==> config.mk <==
export PLATFORM = sky130hd
export DESIGN_NAME = laser_mem_mapper_flat
export DESIGN_NICKNAME = d
export VERILOG_FILES = /design/src/rtl/laser_mem_mapper_if.sv /design/src/rtl/laser_mem_mapper.sv /design/src/flat_wrapper.sv
export SDC_FILE = /design/constraint.sdc
export NUM_CORES = 1
export LEC_CHECK = 0
export ABC_CLOCK_PERIOD_IN_PS = 2650
export CORE_MARGIN = 4
export CORE_UTILIZATION = 45
export CTS_BUF_LIST = sky130_fd_sc_hd__clkbuf_4
export DETAILED_ROUTE_END_ITERATION = 10
export HOLD_SLACK_MARGIN = 0.05
export PLACE_DENSITY = 0.83
export SYNTH_ARGS = -nofsm -noshare
export SYNTH_HDL_FRONTEND = slang
export SYNTH_SLANG_ARGS = --single-unit
==> constraint.sdc <==
create_clock -name F14M -period 2.65 [get_ports F14M]
set_input_delay 0.3975 -clock F14M [delete_from_list [all_inputs] [get_ports F14M]]
set_output_delay 0.3975 -clock F14M [all_outputs]
set_load 0.05 [all_outputs]
==> src/rtl/laser_mem_mapper_if.sv <==
// CPU, download and SDRAM signal bundle for the laser memory mapper.
// The mapper uses the slave view; the CPU/SDRAM side uses the master view.
interface laser_mem_mapper_if #(
   parameter int ADDR_W = 25
);
   logic [15:0]       cpu_addr;
   logic [7:0]        cpu_dout;
   logic              cpu_mreq_n;
   logic              cpu_iorq_n;
   logic              cpu_rd_n;
   logic              cpu_wr_n;
   logic              cpu_wait_n;
   logic [7:0]        cpu_din;
   logic              io_cs;
   logic              dl_active;
   logic [ADDR_W-1:0] dl_addr;
   logic [7:0]        dl_data;
   logic              dl_wr;
   logic [ADDR_W-1:0] mem_addr;
   logic [7:0]        mem_din;
   logic              mem_we;
   logic              mem_req;
   logic              mem_ack;
   logic [7:0]        mem_dout;
   logic              wp_hit;
   logic              dl_overrun;

   modport slave (
      input  cpu_addr, cpu_dout, cpu_mreq_n, cpu_iorq_n, cpu_rd_n, cpu_wr_n,
      input  dl_active, dl_addr, dl_data, dl_wr, mem_ack, mem_dout,
      output cpu_wait_n, cpu_din, io_cs, mem_addr, mem_din, mem_we, mem_req,
      output wp_hit, dl_overrun
   );

   modport master (
      output cpu_addr, cpu_dout, cpu_mreq_n, cpu_iorq_n, cpu_rd_n, cpu_wr_n,
      output dl_active, dl_addr, dl_data, dl_wr, mem_ack, mem_dout,
      input  cpu_wait_n, cpu_din, io_cs, mem_addr, mem_din, mem_we, mem_req,
      input  wp_hit, dl_overrun
   );
endinterface

==> src/rtl/laser_mem_mapper.sv <==
// Banked memory mapper between the T80 bus and the SDRAM controller, with
// I/O-programmable page registers, ROM write protection and a download path.
module laser_mem_mapper #(
   parameter int         SLOTS     = 4,
   parameter int         PAGE_BITS = 4,
   parameter int         ADDR_W    = 25,
   parameter int         RAM_FIRST = 4,
   parameter int         RAM_LAST  = 7,
   parameter int         IO_PAGE   = 2,
   parameter logic [7:0] BANK_PORT = 8'h40
) (
   input logic               F14M,
   input logic               RESET,
   laser_mem_mapper_if.slave bus
);
   localparam int SB = $clog2(SLOTS);
   localparam int OW = 16 - SB;
   localparam logic [PAGE_BITS-1:0] RAM_LO = PAGE_BITS'(RAM_FIRST);
   localparam logic [PAGE_BITS-1:0] RAM_HI = PAGE_BITS'(RAM_LAST);
   localparam logic [PAGE_BITS-1:0] IO_PG  = PAGE_BITS'(IO_PAGE);

   typedef enum logic [1:0] {IDLE, CPU_REQ, DL_REQ, DONE} state_t;

   state_t              state_r;
   logic [PAGE_BITS-1:0] page_r [SLOTS];
   logic                io_wr_d_r;
   logic [ADDR_W-1:0]   mem_addr_r;
   logic [7:0]          mem_din_r;
   logic                mem_we_r;
   logic                mem_req_r;
   logic [7:0]          cpu_din_r;
   logic                wp_hit_r;
   logic                dl_overrun_r;

   logic [SB-1:0]        slot_s;
   logic [PAGE_BITS-1:0] pg_s;
   logic [ADDR_W-1:0]    phys_s;
   logic                 is_ram_s;
   logic                 is_io_s;
   logic                 mem_acc_s;
   logic                 dl_go_s;
   logic                 cpu_go_s;
   logic                 io_acc_s;
   logic                 wp_go_s;
   logic                 launch_cpu_s;
   logic                 io_wr_s;
   logic [7:0]           port_off_s;
   logic                 port_hit_s;
   logic [SB-1:0]        port_slot_s;

   // Address decode, launch qualification and bank-port match.
   always_comb begin
      slot_s       = bus.cpu_addr[15:OW];
      pg_s         = page_r[slot_s];
      phys_s       = ADDR_W'({pg_s, bus.cpu_addr[OW-1:0]});
      is_ram_s     = (pg_s >= RAM_LO) && (pg_s <= RAM_HI);
      is_io_s      = (pg_s == IO_PG);
      mem_acc_s    = !bus.cpu_mreq_n && (!bus.cpu_rd_n || !bus.cpu_wr_n);
      dl_go_s      = bus.dl_active && bus.dl_wr;
      cpu_go_s     = !bus.dl_active && mem_acc_s && !is_io_s;
      io_acc_s     = !bus.dl_active && mem_acc_s && is_io_s;
      wp_go_s      = cpu_go_s && !bus.cpu_wr_n && !is_ram_s;
      // RESET gating keeps WAIT released while the CPU strobes are still asserted.
      launch_cpu_s = !RESET && (state_r == IDLE) && !dl_go_s && cpu_go_s && !wp_go_s;
      io_wr_s      = !bus.cpu_iorq_n && !bus.cpu_wr_n;
      port_off_s   = bus.cpu_addr[7:0] - BANK_PORT;
      port_hit_s   = io_wr_s && !io_wr_d_r && (port_off_s < 8'(SLOTS));
      port_slot_s  = port_off_s[SB-1:0];
   end

   assign bus.cpu_wait_n = !(launch_cpu_s || (state_r == CPU_REQ));
   assign bus.io_cs      = mem_acc_s && is_io_s;
   assign bus.mem_addr   = mem_addr_r;
   assign bus.mem_din    = mem_din_r;
   assign bus.mem_we     = mem_we_r;
   assign bus.mem_req    = mem_req_r;
   assign bus.cpu_din    = cpu_din_r;
   assign bus.wp_hit     = wp_hit_r;
   assign bus.dl_overrun = dl_overrun_r;

   // Page registers: written once on the leading cycle of an I/O write strobe.
   always_ff @(posedge F14M or posedge RESET) begin
      if (RESET) begin
         for (int i = 0; i < SLOTS; i++) begin
            page_r[i] <= PAGE_BITS'(i);
         end
         io_wr_d_r <= 1'b0;
      end else begin
         io_wr_d_r <= io_wr_s;
         if (port_hit_s) begin
            page_r[port_slot_s] <= bus.cpu_dout[PAGE_BITS-1:0];
         end
      end
   end

   // Transaction FSM with registered SDRAM request and CPU-side outputs.
   always_ff @(posedge F14M or posedge RESET) begin
      if (RESET) begin
         state_r      <= IDLE;
         mem_addr_r   <= '0;
         mem_din_r    <= 8'h00;
         mem_we_r     <= 1'b0;
         mem_req_r    <= 1'b0;
         cpu_din_r    <= 8'hFF;
         wp_hit_r     <= 1'b0;
         dl_overrun_r <= 1'b0;
      end else begin
         wp_hit_r <= 1'b0;
         // Any download strobe outside IDLE cannot be accepted and is lost.
         if (bus.dl_wr && (state_r != IDLE)) begin
            dl_overrun_r <= 1'b1;
         end
         case (state_r)
            IDLE: begin
               if (dl_go_s) begin
                  mem_addr_r <= bus.dl_addr;
                  mem_din_r  <= bus.dl_data;
                  mem_we_r   <= 1'b1;
                  mem_req_r  <= 1'b1;
                  state_r    <= DL_REQ;
               end else if (wp_go_s) begin
                  wp_hit_r <= 1'b1;
                  state_r  <= DONE;
               end else if (cpu_go_s) begin
                  mem_addr_r <= phys_s;
                  mem_din_r  <= bus.cpu_dout;
                  mem_we_r   <= !bus.cpu_wr_n;
                  mem_req_r  <= 1'b1;
                  state_r    <= CPU_REQ;
               end else if (io_acc_s) begin
                  state_r <= DONE;
               end else begin
                  state_r <= IDLE;
               end
            end
            CPU_REQ: begin
               if (bus.mem_ack) begin
                  mem_req_r <= 1'b0;
                  mem_we_r  <= 1'b0;
                  if (!mem_we_r) begin
                     cpu_din_r <= bus.mem_dout;
                  end
                  state_r <= DONE;
               end else begin
                  state_r <= CPU_REQ;
               end
            end
            DL_REQ: begin
               if (bus.mem_ack) begin
                  mem_req_r <= 1'b0;
                  mem_we_r  <= 1'b0;
                  state_r   <= IDLE;
               end else begin
                  state_r <= DL_REQ;
               end
            end
            DONE: begin
               if (bus.cpu_mreq_n) begin
                  state_r <= IDLE;
               end else begin
                  state_r <= DONE;
               end
            end
            default: begin
               state_r <= IDLE;
            end
         endcase
      end
   end
endmodule

==> src/flat_wrapper.sv <==
// flat-port wrapper written by rule: the top's interface ports become plain ports
module laser_mem_mapper_flat 
#(
   parameter int         SLOTS     = 4,
   parameter int         PAGE_BITS = 4,
   parameter int         ADDR_W    = 25,
   parameter int         RAM_FIRST = 4,
   parameter int         RAM_LAST  = 7,
   parameter int         IO_PAGE   = 2,
   parameter logic [7:0] BANK_PORT = 8'h40
)
  (F14M, RESET, bus_cpu_addr, bus_cpu_dout, bus_cpu_mreq_n, bus_cpu_iorq_n, bus_cpu_rd_n, bus_cpu_wr_n, bus_dl_active, bus_dl_addr, bus_dl_data, bus_dl_wr, bus_mem_ack, bus_mem_dout, bus_cpu_wait_n, bus_cpu_din, bus_io_cs, bus_mem_addr, bus_mem_din, bus_mem_we, bus_mem_req, bus_wp_hit, bus_dl_overrun);
  laser_mem_mapper_if #(.ADDR_W(ADDR_W)) bus_i ();
  input logic F14M;
  input logic RESET;
  input wire logic [$bits(bus_i.cpu_addr)-1:0] bus_cpu_addr;
  input wire logic [$bits(bus_i.cpu_dout)-1:0] bus_cpu_dout;
  input wire logic [$bits(bus_i.cpu_mreq_n)-1:0] bus_cpu_mreq_n;
  input wire logic [$bits(bus_i.cpu_iorq_n)-1:0] bus_cpu_iorq_n;
  input wire logic [$bits(bus_i.cpu_rd_n)-1:0] bus_cpu_rd_n;
  input wire logic [$bits(bus_i.cpu_wr_n)-1:0] bus_cpu_wr_n;
  input wire logic [$bits(bus_i.dl_active)-1:0] bus_dl_active;
  input wire logic [$bits(bus_i.dl_addr)-1:0] bus_dl_addr;
  input wire logic [$bits(bus_i.dl_data)-1:0] bus_dl_data;
  input wire logic [$bits(bus_i.dl_wr)-1:0] bus_dl_wr;
  input wire logic [$bits(bus_i.mem_ack)-1:0] bus_mem_ack;
  input wire logic [$bits(bus_i.mem_dout)-1:0] bus_mem_dout;
  output wire logic [$bits(bus_i.cpu_wait_n)-1:0] bus_cpu_wait_n;
  output wire logic [$bits(bus_i.cpu_din)-1:0] bus_cpu_din;
  output wire logic [$bits(bus_i.io_cs)-1:0] bus_io_cs;
  output wire logic [$bits(bus_i.mem_addr)-1:0] bus_mem_addr;
  output wire logic [$bits(bus_i.mem_din)-1:0] bus_mem_din;
  output wire logic [$bits(bus_i.mem_we)-1:0] bus_mem_we;
  output wire logic [$bits(bus_i.mem_req)-1:0] bus_mem_req;
  output wire logic [$bits(bus_i.wp_hit)-1:0] bus_wp_hit;
  output wire logic [$bits(bus_i.dl_overrun)-1:0] bus_dl_overrun;
  assign bus_i.cpu_addr = bus_cpu_addr;
  assign bus_i.cpu_dout = bus_cpu_dout;
  assign bus_i.cpu_mreq_n = bus_cpu_mreq_n;
  assign bus_i.cpu_iorq_n = bus_cpu_iorq_n;
  assign bus_i.cpu_rd_n = bus_cpu_rd_n;
  assign bus_i.cpu_wr_n = bus_cpu_wr_n;
  assign bus_i.dl_active = bus_dl_active;
  assign bus_i.dl_addr = bus_dl_addr;
  assign bus_i.dl_data = bus_dl_data;
  assign bus_i.dl_wr = bus_dl_wr;
  assign bus_i.mem_ack = bus_mem_ack;
  assign bus_i.mem_dout = bus_mem_dout;
  assign bus_cpu_wait_n = bus_i.cpu_wait_n;
  assign bus_cpu_din = bus_i.cpu_din;
  assign bus_io_cs = bus_i.io_cs;
  assign bus_mem_addr = bus_i.mem_addr;
  assign bus_mem_din = bus_i.mem_din;
  assign bus_mem_we = bus_i.mem_we;
  assign bus_mem_req = bus_i.mem_req;
  assign bus_wp_hit = bus_i.wp_hit;
  assign bus_dl_overrun = bus_i.dl_overrun;
  laser_mem_mapper #(.SLOTS(SLOTS), .PAGE_BITS(PAGE_BITS), .ADDR_W(ADDR_W), .RAM_FIRST(RAM_FIRST), .RAM_LAST(RAM_LAST), .IO_PAGE(IO_PAGE), .BANK_PORT(BANK_PORT)) u_core (.F14M(F14M), .RESET(RESET), .bus(bus_i));
endmodule
==> metrics.cfg, run 1 <==
[synth]
ys.flop_type = dfrtp_1
synthAdderAreaFrac_pct = 1.608
synth-compound-area-share_pct = 5.707
synth_top_family_by_area = multiplexers
syn_area_per_cell_sq_um = 14.97
synth-seq-area-share_pct = 51.93
yosys.area.top_type = dfrtp_1
synth_mux_area_share_pct = 33.60
syn_inst = 208
synth_fp_nets = 286
ys.warnings.count = 0
synth_area_sq_mm = 0.003113
synth_top_area_share_pct = 41.80
async_flop_share_pct = 100.0
synth_seq_cells = 64
synth_simple_gate_area_share_pct = 4.984
synthXorXnorAreaFrac_pct = 0
synth_area_leaders = dfrtp_1, mux2_2, dfstp_2
synth_edf_count = 0
yosysUniqueCellTypes = 34

[global_routing]
grt_pass1_wl_microns = 12120
grt.overflow.total = 0
met1_usage_pct = 23.02
busiest_layer = met2
antenna_found_initial = 0
use_met3_pct = 5.882
grt.total_usage_pct = 18.62
use_met2_pct = 30.23
grt_pass1_vias = 2411
grt_max_degree = 35

[sta]
min_period_ns = 2.672
fmax_mhz = 374.3
fin_crit_sh_pct = 100.8
postLayoutSetupSlackWorst_ns = -0.02173
slew_headroom_pct = 52.22
skew_ns = 0.01113
worst_slew_pin_slew_ns = 0.7157
hold_violations = 0
maxSlewViolCount = 0
rsz0062_at_grt = yes
setup_viol = 2

[floorplan]
core.rowCount = 30
fp.dieW_microns = 91.17
floorplan.initialDensity_pct = 46.07
die_area_sq_mm = 0.008312
core_region_area_sq_mm = 0.006756
dieHeight_microns = 91.17
ioPinCount = 121

[status]
violations = negative setup slack
status = finished with violations

[critical_path]
r2r.worst_path.cells = 5
cp-end-kind = primary output
cp.arrival_ns = 2.27
startpoint_type = flip-flop
critPathLaunch = u_core.page_r[4]$_DFFE_PP0P_
worstSetupPathType = flip-flop to primary output
required_ns = 2.25
reg2reg_from = u_core.page_r[4]$_DFFE_PP0P_
crit_fanout = 4

[placement]
placed_area_sq_mm = 0.004561
gp_congestion = 0.7754
portBuffers = 120
dpl.hpwl_microns = 5737

[clock_tree]
clk_pin_slew_ns = 0.11
cts_sinks = 64
clock_path_buffers = 2
cts_tree = yes
hold_buffers = 0
clock_latency_ns = 0.40
cts-buffers-inserted = 9
h-tree-depth = 3
cts_setup_buffers = 0
clock-root-buffer = clkbuf_4

[run]
maxCapViolations = 0

[final_layout]
drive_above_1_share_pct = 36.44
fin_nets = 427
design_area_sq_mm = 0.004715
diodes = 0
fillerInstances = 487
areaGrowthSynthToFinish_pct = 51.45
final_cell_mix = clkdlybuf4s50_1, mux2_2, dfrtp_1
final_common_cell = clkdlybuf4s50_1

[routing]
via_count = 2293
avgViaCountPerCell = 5.283
drc = 0
ant_nets = 0
drt-wirelength-per-cell_microns = 17.35
drt-initial-drc-count = 39
wirelength_microns = 7530
first_pass_iters = 4

[power]
power.internal_uw = 2904
p_leak_uw = 0.002073
vdd_drop_max_mv = 0.6492
p_total_uw = 5111
power_switching_uw = 2207
power_frac_seq_pct = 30.5
pwr-share-clk_pct = 14.5
swShare_pct = 43.19
combPwrFrac_pct = 55.0
powerDensity_mw_per_mm2 = 1084

[hold_path]
hp-class = input pin to async pin

## registers in the layout, summed over array words and instances, names as in the netlist, 2 cells and up
register / cells
u_core.bus.cpu_din: 8
u_core.bus.mem_addr: 25
u_core.bus.mem_din: 8
u_core.page_r: 16
u_core.state_r: 2
## logic make-up (layout without fill, tap and decap cells)
group           after synthesis  after routing
compound gates               23             23
simple gates                 23             23
buf+inv                      12            158
flops                        64             64
mux                          82             82
fa+ha+maj                     4              4
## power groups by stage
stage / Combinational, uW / Clock (uW) / Sequential [uW]
3_5_place_dp: 2840 / 0 / 1560
2_1_floorplan: 733 / 0 / 2690
4_1_cts: 2830 / 760 / 1560
3_3_place_gp: 2790 / 0 / 1560
5_1_grt: 2920 / 808 / 1600
6_report: 2810 / 743 / 1560
## timing repair
item                       4_1_cts  5_1_grt
setup endpoints to repair        2        2
gates resized for setup          3        0
gates cloned                     0        0
## cells in the mapped netlist (3+ instances only)
library cell,number
nand2_1,3
o21ai_0,3
mux2_2,58
clkbuf_1,4
inv_1,5
dfstp_2,12
a21oi_1,3
dfrtp_1,52
a22o_1,9
mux2_4,19
nor3b_1,3
ha_1,4
buf_6,3
## area by class of cell
type | instances | area, sq um | share of cell area (%)
Clock buffer | 11 | 82.58 | 1.752
Clock inverter | 5 | 72.57 | 1.539
Multi-Input combinational cell | 132 | 1451 | 30.79
Timing Repair Buffer | 137 | 1373 | 29.11
Inverter | 5 | 18.77 | 0.3981
Sequential cell | 64 | 1617 | 34.29
Tap cell | 80 | 100.1 | 2.123
## metal layers
layer	up-vias	wire length [microns]
met3	10	579
li1	1070	-
met2	101	3601
met1	1112	3250
met5	-	0
met4	0	99
## critical path, cell delays in order (launching register included)
cell	delay [ns]
dfrtp_1	0.40
mux4_2	0.47
or3b_4	0.45
a22o_1	0.23
a21oi_2	0.18
buf_12	0.16
## per-stage QoR
stage	TNS (ns)	setup WS [ns]	util, %	hold slack (ns)	cells
final	-0.02514	-0.02173	69.78	0.4611	434
after global routing	-0.1864	-0.1161	69.78	0.5130	434
after CTS	-0.08621	-0.05721	69.78	0.4643	434
after detailed placement	-10.00	-0.3527	67.50	0.4500	418
after global placement	-8.937	-0.3203	67.50	0.4526	418
after floorplan	0	0.2019	-	0.4582	208
## final timing paths
kind,slack (ns),to
max,-0.02,bus_cpu_wait_n
min,0.46,u_core.bus.wp_hit$_DFF_PP0_
max reg2reg,0.38,u_core.bus.mem_addr[1]$_DFFE_PP0P_
min reg2reg,0.47,u_core.bus.dl_overrun$_DFFE_PP0P_
max in group asynchronous,1.52,u_core.bus.cpu_din[0]$_DFFE_PP1P_
min in group F14M,0.47,u_core.bus.dl_overrun$_DFFE_PP0P_
Power figures use the tool's default switching activity.
==> run 2, diff against run 1 <==
--- a/config.mk
+++ b/config.mk
@@ -5,13 +5,13 @@
 export SDC_FILE = /design/constraint.sdc
 export NUM_CORES = 1
 export LEC_CHECK = 0
-export ABC_CLOCK_PERIOD_IN_PS = 2650
+export ABC_CLOCK_PERIOD_IN_PS = 2250
 export CORE_MARGIN = 4
-export CORE_UTILIZATION = 45
+export CORE_UTILIZATION = 41
 export CTS_BUF_LIST = sky130_fd_sc_hd__clkbuf_4
 export DETAILED_ROUTE_END_ITERATION = 10
 export HOLD_SLACK_MARGIN = 0.05
-export PLACE_DENSITY = 0.83
+export PLACE_DENSITY = 0.8
 export SYNTH_ARGS = -nofsm -noshare
 export SYNTH_HDL_FRONTEND = slang
 export SYNTH_SLANG_ARGS = --single-unit
==> constraint.sdc (replaced) <==
create_clock -name F14M -period 2.25 [get_ports F14M]
set_input_delay 0.3375 -clock F14M [delete_from_list [all_inputs] [get_ports F14M]]
set_output_delay 0.3375 -clock F14M [all_outputs]
set_load 0.05 [all_outputs]
==> run 2 against run 1 <==
Net effect:
- final cell count grew 7.1%
- sequential power grew 18%
- utilization down 2.7 points
- the run still ends with negative setup slack left
- sequential cell count is the same
- critical endpoint unchanged
- sequential share of layout area down 1.4 points
==> metrics.cfg, run 2 (same netlist as run 1, synthesis figures left out) <==
[status]
status = finished with violations
violations = negative setup slack

[power]
combPwrFrac_pct = 58.6
power_frac_seq_pct = 30.7
pwr-share-clk_pct = 10.7
vdd_drop_max_mv = 0.7510
swShare_pct = 44.22
p_leak_uw = 0.002148
powerDensity_mw_per_mm2 = 1217
power.internal_uw = 3339
power_switching_uw = 2647

[sta]
hold_violations = 0
min_period_ns = 2.592
slew_headroom_pct = 64.49
whs_ns = 0.2585
postLayoutSetupSlackWorst_ns = -0.3419
maxSlewViolCount = 0
worst_slew_pin_slew_ns = 0.5311
rsz0062_at_grt = yes
skew_ns = 0.02413
setup_viol = 29
fin_crit_sh_pct = 115.2
fmax_mhz = 385.8

[placement]
portBuffers = 120
gp_congestion = 0.8356
dpl.cell_count = 442
placed_area_sq_mm = 0.004642
dpl.hpwl_microns = 5932

[clock_tree]
clock-root-buffer = clkbuf_4
cts-buffers-inserted = 9
clock_path_buffers = 2
h-tree-depth = 3
clk_pin_slew_ns = 0.12
clock_latency_ns = 0.40
cts_tree = yes
cts_sinks = 64

[routing]
drc = 0
drt-initial-drc-count = 39
avgViaCountPerCell = 5.043
wirelength_microns = 8143
drt-wirelength-per-cell_microns = 17.51
via_count = 2345
ant_nets = 0
first_pass_iters = 4

[final_layout]
fillerInstances = 535
areaGrowthSynthToFinish_pct = 58.00
instances_no_fill = 465
diodes = 0
largest_reg_flops = 25
utilization_pct = 67.09
regArea_sq_mm = 0.001617
final_cell_mix = clkdlybuf4s50_1, mux2_2, dfrtp_1
final_common_cell = clkdlybuf4s50_1
design_area_sq_mm = 0.004918
multiInputGateArea_sq_mm = 0.001484
fin_nets = 439
drive_above_1_share_pct = 39.07

[critical_path]
cpMaxStageDelayCell = mux4_2
cp_top_family = multiplexers
worst-path-stages = 5
crit_fanout = 3
cp-end-kind = primary output
startpoint_type = flip-flop
r2r.worst_path.cells = 7
cp.arrival_ns = 2.25
cp_num_buf_inv = 1
critPathMaxStageDelay_ns = 0.48
required_ns = 1.91
crit_chain = mux4_2 > or3b_4 > a22o_4 > a21oi_4 > buf_12
worstSetupPathType = flip-flop to primary output

[global_routing]
grt.overflow.total = 0
grt_pass1_wl_microns = 12960
grt_max_degree = 50
antenna_found_initial = 0
grt.total_usage_pct = 19.12
grt_pass1_vias = 2645

[floorplan]
core_region_area_sq_mm = 0.007331
fp.dieW_microns = 95.14
floorplan.initialDensity_pct = 42.46
dieHeight_microns = 95.14
ioPinCount = 121
core.rowCount = 31
die_area_sq_mm = 0.009051

[hold_path]
hp-class = input pin to async pin

[run]
maxCapViolations = 0

## run 2: cell type report
class	instances	area share, %
flip-flops and latches	64	32.87
repair buffers	149	31.87
multi-input cells	132	30.17
well taps	99	2.518
clock buffers	11	1.679
clock inverters	5	0.5088
inverters	5	0.3816
## run 2: worst paths after layout
check,start,to,slack [ns]
max in group asynchronous,RESET,u_core.page_r[8]$_DFFE_PP1P_,1.35
min,RESET,u_core.bus.mem_addr[9]$_DFFE_PP0P_,0.26
max reg2reg,u_core.page_r[7]$_DFFE_PP0P_,u_core.bus.mem_addr[10]$_DFFE_PP0P_,-0.31
min reg2reg,u_core.bus.dl_overrun$_DFFE_PP0P_,u_core.bus.dl_overrun$_DFFE_PP0P_,0.48
min in group F14M,u_core.bus.dl_overrun$_DFFE_PP0P_,u_core.bus.dl_overrun$_DFFE_PP0P_,0.48
max,u_core.page_r[7]$_DFFE_PP0P_,bus_cpu_wait_n,-0.34
## run 2: repair_timing
item | in CTS | in global routing
pin swaps | 1 | 2
endpoints found under the setup margin | 29 | 35
setup buffers | 2 | 2
gates cloned | 3 | 0
hold buffers | 0 | 0
gates resized for setup | 6 | 3
## run 2: power by group through the flow
stage / clock network, uW / registers [uW] / logic, uW
after floorplan: 0 / 3170 / 870
after global placement: 0 / 1840 / 3310
after detailed placement: 0 / 1840 / 3360
after CTS: 661 / 1840 / 3500
after global routing: 714 / 1890 / 3660
final: 642 / 1840 / 3510
## run 2: routing by layer
layer	track usage, %	wire length, microns	share of wire (%)	vias up
li1	-	-	-	1096
met1	22.35	3323	41	1139
met2	32.30	3959	49	99
met3	6.156	724	8.9	11
met4	7.933	135	1.7	0
met5	0	0	0	-
## run 2: through the flow
step | setup TNS, ns | power [uW] | setup WS [ns]
2_1_floorplan | -0.06623 | 4037 | -0.06558
3_3_place_gp | -20.93 | 5146 | -0.6039
3_5_place_dp | -22.01 | 5205 | -0.6245
4_1_cts | -6.340 | 5996 | -0.3645
5_1_grt | -9.090 | 6265 | -0.4213
6_report | -7.626 | 5986 | -0.3419
